File: src/rtl/lap_timer_bank.sv
// lap_timer_bank: shared prescaler plus CH saturating elapsed-tick counters with start/pause/clear.
// Define LAP_TIMER_CAPTURE_EN to add the CAPTURE/CAPT/CAPT_VALID snapshot of all channels.
module lap_timer_bank #(
  parameter int CLOCK_HZ = 48000000,
  parameter int TICK_HZ  = 1,
  parameter int CH       = 4,
  parameter int WIDTH    = 16
) (
  input  logic                  MCLK,
  input  logic                  nRESET,
  input  logic [CH-1:0]         CH_START,
  input  logic [CH-1:0]         CH_PAUSE,
  input  logic [CH-1:0]         CH_CLEAR,
`ifdef LAP_TIMER_CAPTURE_EN
  input  logic                  CAPTURE,
  output logic [CH*WIDTH-1:0]   CAPT,
  output logic                  CAPT_VALID,
`endif
  output logic [CH*WIDTH-1:0]   TIME,
  output logic [CH-1:0]         RUNNING,
  output logic [CH-1:0]         OVFL,
  output logic                  TICK
);
  localparam int DIV = CLOCK_HZ / TICK_HZ;
  localparam int PW  = $clog2(DIV);
  typedef enum logic [1:0] {IDLE, RUN, HOLD, SAT} state_t;
  logic [PW-1:0] pcnt;
  always_ff @(posedge MCLK)
    if (!nRESET) begin
      pcnt <= '0;
      TICK <= 1'b0;
    end else begin
      pcnt <= (pcnt == PW'(DIV - 1)) ? '0 : pcnt + 1'b1;
      TICK <= pcnt == PW'(DIV - 1);
    end
  for (genvar c = 0; c < CH; c++) begin : g_ch
    state_t st;
    logic [WIDTH-1:0] cnt;
    // each else-if level encodes the strobe priority, so a coincident TICK is dropped
    always_ff @(posedge MCLK)
      if (!nRESET || CH_CLEAR[c]) begin
        st  <= IDLE;
        cnt <= '0;
      end else if (CH_PAUSE[c])
        st <= (st == RUN) ? HOLD : st;
      else if (CH_START[c] && (st == IDLE || st == HOLD))
        st <= RUN;
      else if (TICK && st == RUN) begin
        if (&cnt) st <= SAT;
        else cnt <= cnt + 1'b1;
      end
    assign TIME[c*WIDTH +: WIDTH] = cnt;
    assign RUNNING[c] = st == RUN;
    assign OVFL[c]    = st == SAT;
  end
`ifdef LAP_TIMER_CAPTURE_EN
  always_ff @(posedge MCLK)
    if (!nRESET) begin
      CAPT       <= '0;
      CAPT_VALID <= 1'b0;
    end else begin
      CAPT       <= CAPTURE ? TIME : CAPT;
      CAPT_VALID <= CAPTURE;
    end
`endif
endmodule

File: config.mk
export PLATFORM = sky130hd
export DESIGN_NAME = lap_timer_bank
export DESIGN_NICKNAME = d
export VERILOG_FILES = /design/src/rtl/lap_timer_bank.sv
export SDC_FILE = /design/constraint.sdc
export NUM_CORES = 1
export LEC_CHECK = 0
export CORE_MARGIN = 10
export CORE_UTILIZATION = 30
export DETAILED_ROUTE_END_ITERATION = 12
export MAX_ROUTING_LAYER = met4
export PLACE_DENSITY = 0.48
export SLEW_MARGIN = 10
export SYNTH_ARGS = -nofsm -noshare
export SYNTH_HDL_FRONTEND = slang
export SYNTH_SLANG_ARGS = --single-unit
File: constraint.sdc
create_clock -name MCLK -period 1.8 [get_ports MCLK]
set_input_delay 0.18 -clock MCLK [delete_from_list [all_inputs] [get_ports MCLK]]
set_output_delay 0.18 -clock MCLK [all_outputs]
set_load 0.02 [all_outputs]
==> reports/metrics.yaml, run 1 <==
place_inst: 903
core_um2: 15370
dr_wl_met3_um: 715
root_buffer: "clkbuf_16"
cp.required_ns: 2.05
synth_area_um2: 4746
syn_nets: 580
nets: 725
synth_edf_count: 0
rsz0062_at_grt: "yes"
pin_count: 87
ant_nets: 0
syn-instance-count: 561
grt_max_degree: 19
ys_seq_elements: 99
cp-end-kind: "flop"
fin_ws_ns: -0.05120
relSlewSlack_pct: 71.39
die_area_um2: 21250
htreeDepth: 3
start_kind: "flop"
fin_cells: 922
setup_viol: 18
hold_slack_ns: 0.4032
max-cap-violations: 0
vias_per_cell: 4.898
area_growth_pct: 40.39
finalHoldViolations: 0
cp_max_fo: 4
synthSimpleGateAreaFrac_pct: 32.32
fmax_mhz: 540.2
globalplace.congestion: 0.8133
synthFlopType: "dfxtp_1"
cts_sinks: 99
hold_path_depth: 3
vias: 4516
yosysTopAreaCell: "dfxtp_1"
yosysSeqAreaShare_pct: 41.76
powerDensity_nw_per_um2: 629.9
max_slew.worst_pin.slew_ns: 0.4291
power.leakage_nw: 2.296
die_w_um: 145.8
firstDrtPassIters: 4
wl_per_cell_um: 14.26
reg2reg_depth: 6
rows: 45
ctsHoldBuffers: 0
p_total_w: 0.004197
async_reset_ff_share_pct: 0
hold_path.class: "in2reg"
clk_latency_ns: 0.35
violations: "negative setup slack"
cts_buffer_depth: 2
synth_compound_area_share_pct: 9.412
cp-endpoint: "pcnt[18]$_SDFF_PP0_"
tritoncts: "yes"
route.detailed.drc: 0
grt_overflow: 0
syn_avg_cell_area_um2: 8.460
maxSlewViolCount: 0
finalCritPeriodShare_pct: 102.8
synth.top_cell.area_share_pct: 41.76
timing.rr.end: "pcnt[18]$_SDFF_PP0_"
diodes: 0
cts_made_buffers: 9
synth_top_family_by_area: "simple AND/OR/NAND/NOR gates"
dr.first_iter.drc_count: 174
met1_length_mm: 6.445
startpoint: "pcnt[10]$_SDFF_PP0_"
synthXorXnorAreaFrac_pct: 11.81
synthMuxAreaShare_pct: 0.6327
grt_pass1_vias: 4530
antenna_found_initial: 0
status: "complete, but fails checks"
wl_met2_mm: 5.871
synth-adder-area-share_pct: 1.318
period_minus_slack_ns: 1.851
grt_pass1_wl_mm: 22.36
synth_area_leaders: "dfxtp_1, nor2_1, xnor2_1"
maxUsedRoutingLayer: "met4"
path_class: "reg2reg"
nFillCells: 1526
portBuffers: 86
vdd_drop_max_uv: 430.5
die-height_um: 145.8
yosysUniqueCellTypes: 52
drive_gt1_share_pct: 15.89
hpwl_mm: 9.664
start_util_pct: 30.88
clk_pin_slew_ns: 0.07
grt_usage_pct: 12.79
r2r_slack_ns: -0.05
r2r_start: "pcnt[10]$_SDFF_PP0_"
finClkSkew_ns: 0.004456
arrival_ns: 2.10
routed_wl_mm: 13.15
ys_warn_count: 0
-- logic make-up after synthesis --
logic type / Yosys count
xor gates and xnor gates: 64
muxes: 3
AOI/OAI and AO/OA: 69
adders and majority gates: 5
buffers and inverters: 27
DFF: 99
and+or+nand+nor: 294
-- what timing repair did --
action | 4_1_cts | 5_1_grt
pin swaps | 4 | 9
buffers inserted | 3 | 1
cloned | 0 | 0
setup endpoints to repair | 20 | 40
resized for setup | 6 | 23
-- worst max-delay path, cell delays in order (launching register included) --
cell	delay, ns
dfxtp_2	0.32
or4_4	0.54
nor4_4	0.34
buf_4	0.16
buf_4	0.09
a21oi_1	0.07
o221a_4	0.23
-- sequential cells by signal, indices dropped and copies added (netlist names) --
register / cells
g_ch.cnt: 64
pcnt: 26
g_ch.st: 8
TICK: 1
-- how the worst min path moves through the flow --
| stage | endpoint | from | slack (ns) |
|---|---|---|---|
| 6_report | g_ch[0].st[0]$_SDFFE_PP0P_ | CH_START[0] | 0.40 |
| 3_3_place_gp | pcnt[0]$_SDFF_PP0_ | pcnt[0]$_SDFF_PP0_ | 0.43 |
| 3_5_place_dp | pcnt[0]$_SDFF_PP0_ | pcnt[0]$_SDFF_PP0_ | 0.45 |
| 5_1_grt | g_ch[0].st[0]$_SDFFE_PP0P_ | CH_START[0] | 0.42 |
| 4_1_cts | g_ch[0].st[0]$_SDFFE_PP0P_ | CH_START[0] | 0.39 |
| 2_1_floorplan | g_ch[0].st[0]$_SDFFE_PP0P_ | CH_START[0] | 0.35 |
-- power by group --
group	switching, W	internal, W
Sequential	0.00000871	0.00220
Combinational	0.0000736	0.0000643
Clock	0.000844	0.00101
-- metal layers --
layer | GRT usage, % | vias up
met1 | 16.29 | 2110
met4 | 3.236 | 0
met2 | 19.02 | 109
met5 | - | -
li1 | - | 2287
met3 | 4.253 | 10
-- synth_stat cells (2+ instances only) --
library cell / instances
a211oi_1: 7
a21oi_1: 19
a311oi_1: 3
and2_1: 13
and3_1: 17
and4_1: 9
and4bb_2: 2
clkbuf_1: 13
dfxtp_1: 99
ha_1: 5
inv_1: 9
mux2i_1: 3
nand2_1: 43
nand2b_1: 6
nand3_1: 25
nand4_1: 23
nor2_1: 92
nor2b_1: 6
nor3_1: 21
nor3b_1: 3
nor4_1: 12
nor4b_1: 2
o2111ai_1: 2
o211ai_1: 12
o21a_1: 2
o21ai_0: 15
o31ai_1: 2
or3_1: 6
or4_1: 5
xnor2_1: 32
xor2_1: 32
-- area by class of cell --
cell class | instances | area [µm²] | area share (%)
multi-input cells | 435 | 2726 | 40.92
repair buffers | 151 | 1360 | 20.41
clock inverters | 4 | 25.02 | 0.3756
well taps | 211 | 264.0 | 3.962
inverters | 10 | 37.54 | 0.5634
clock buffers | 12 | 256.5 | 3.850
flip-flops and latches | 99 | 1993 | 29.92
-- placed cells by master, fill, tap and decap left out, drive strengths merged, types with 13 or more instances in the layout --
master and count:
a21oi 19, nor3 22, buf 65, nor4 13, xnor2 32, nand3 25
nand2 44, xor2 32, clkdlybuf4s50 83, nand4 23, o21ai 15, dfxtp 99
and3 17, nor2 92, and2 14
-- per-stage QoR --
stage	setup TNS [ns]	util, %	instance area (µm²)	setup slack [ns]
floorplan	-0.8161	-	4767	-0.07739
global placement	-1.056	40.74	6262	-0.08228
detailed placement	-2.056	40.74	6262	-0.1143
CTS	-1.095	42.81	6580	-0.06997
global route	-2.164	43.35	6663	-0.1300
finish	-0.6778	43.35	6663	-0.05120
(Power assumes the default switching activity.)
==> inputs of run 2 (changes only) <==
==> constraint.sdc (replaced) <==
create_clock -name MCLK -period 1.8 [get_ports MCLK]
set_input_delay 0.36 -clock MCLK [delete_from_list [all_inputs] [get_ports MCLK]]
set_output_delay 0.36 -clock MCLK [all_outputs]
set_load 0.02 [all_outputs]
==> reports/metrics.yaml, run 2 (synthesized netlist as in run 1, its figures left out) <==
worstPathCellList: "or4b_4, nor4_4, and3_4, nand2b_4, buf_8, nor2_1"
maxSlewViolCount: 0
hold_path_depth: 1
grt_usage_pct: 12.31
globalplace.congestion: 0.8341
grt_pass1_vias: 4291
hold_slack_ns: 0.4488
nets: 734
slowest_stage: "or4b_4"
grt_overflow: 0
pin_count: 87
timing.rr.end: "pcnt[25]$_SDFF_PP0_"
fin_ws_ns: -0.06499
firstDrtPassIters: 4
fmax_mhz: 536.2
setup_viol: 18
vdd_drop_max_uv: 577.9
period_minus_slack_ns: 1.865
finalHoldViolations: 0
top_regs: "g_ch.cnt (64), pcnt (26), g_ch.st (8)"
arrival_ns: 2.10
cts_buffer_depth: 2
tritoncts: "yes"
r2r_slack_ns: -0.06
ctsHoldBuffers: 0
cp.required_ns: 2.04
layout_common_cells: "dfxtp_1, nor2_1, buf_4"
powerDensity_nw_per_um2: 637.4
drive_gt1_share_pct: 16.39
finClkSkew_ns: 0.008917
violations: "negative setup slack"
wl_per_cell_um: 13.87
core_um2: 15370
final_common_cell: "dfxtp_1"
reg2reg_depth: 6
routed_wl_mm: 12.91
status: "complete, but fails checks"
largest_reg_flops: 64
area_growth_pct: 42.63
seqCellArea_um2: 1987
route.detailed.drc: 0
top_register: "g_ch.cnt"
antenna_found_initial: 0
clk_pin_slew_ns: 0.07
hold_path.class: "reg2reg"
max_slew.worst_pin.slew_ns: 0.5308
path_class: "reg2reg"
post-place-ws_ns: -0.3129
vias_per_cell: 4.841
multi_input_area_um2: 2715
grt_pass1_wl_mm: 21.48
finalCritPeriodShare_pct: 103.6
vias: 4507
hold_start: "pcnt[0]$_SDFF_PP0_"
hpwl_mm: 9.741
htreeDepth: 3
startpoint: "pcnt[17]$_SDFF_PP0_"
ant_nets: 0
cts_sinks: 99
grt_max_degree: 19
die_area_um2: 21250
start_util_pct: 30.88
cp_max_fo: 8
diodes: 0
max-cap-violations: 0
nFillCells: 1533
start_kind: "flop"
hold_end: "pcnt[0]$_SDFF_PP0_"
rsz0062_at_grt: "yes"
dr.first_iter.drc_count: 175
cpPeakStageDelay_ns: 0.55
power.leakage_nw: 2.873
clk_latency_ns: 0.35
die-height_um: 145.8
cp-end-kind: "flop"
r2r_start: "pcnt[17]$_SDFF_PP0_"
rows: 45
portBuffers: 86
relSlewSlack_pct: 64.31
cts_made_buffers: 9
die_w_um: 145.8
root_buffer: "clkbuf_16"
[run 2: layout make-up]
cell class                      instances  share of cell area [%]
Sequential cell                        99                   29.35
Multi-Input combinational cell        435                   40.11
Inverter                               10                  0.5545
Timing Repair Buffer                  160                   21.57
Clock inverter                          4                  0.7209
Clock buffer                           12                   3.789
Tap cell                              211                   3.900
[run 2: per-layer routing]
metal	vias to the layer above	global-route usage, %	part of all wire [%]
li1	2307	-	-
met1	2083	16.20	50
met2	107	17.83	45
met3	10	2.763	4.4
met4	0	4.853	1.1
met5	-	-	0
[run 2: what timing repair did]
action	CTS	global route
hold endpoints to repair	0	0
endpoints found under the setup margin	58	57
buffers inserted	1	0
resized for setup	47	31
cloned	1	0
pin swaps	18	4
[run 2: metrics by stage]
step	cells	util, %	setup TNS [ns]	total power (W)	cell area [µm²]
2_1_floorplan	561	-	-0.8161	0.002328	4767
3_3_place_gp	913	41.31	-7.877	0.002398	6350
3_5_place_dp	913	41.31	-8.840	0.002400	6350
4_1_cts	931	43.44	-0.8135	0.004397	6676
5_1_grt	931	44.04	-2.311	0.004480	6769
6_report	931	44.04	-0.7818	0.004314	6769
[run 2: where the power goes]
part,internal [W],switching (W),total [W]
Combinational,0.0000718,0.0000757,0.000147
Clock,0.00115,0.000808,0.00196
Sequential,0.00220,0.00000847,0.00221
Total,0.00342,0.000892,0.00431
[run 2: worst max-delay path by stage]
stage,endpoint,slack (ns),cells past startpoint
6_report,pcnt[25]$_SDFF_PP0_,-0.06,6
5_1_grt,pcnt[19]$_SDFF_PP0_,-0.12,6
4_1_cts,pcnt[25]$_SDFF_PP0_,-0.07,6
3_5_place_dp,g_ch[3].cnt[13]$_SDFFE_PP0P_,-0.31,6
3_3_place_gp,g_ch[3].cnt[13]$_SDFFE_PP0P_,-0.24,6
2_1_floorplan,pcnt[8]$_SDFF_PP0_,-0.08,7
[run 2: worst max-delay path: cells and delay by family, from the launching register on]
kind,cells,cell delay (ns)
buffers and inverters,1,0.13
flip-flops,1,0.31
AND/OR/NAND/NOR,5,1.32
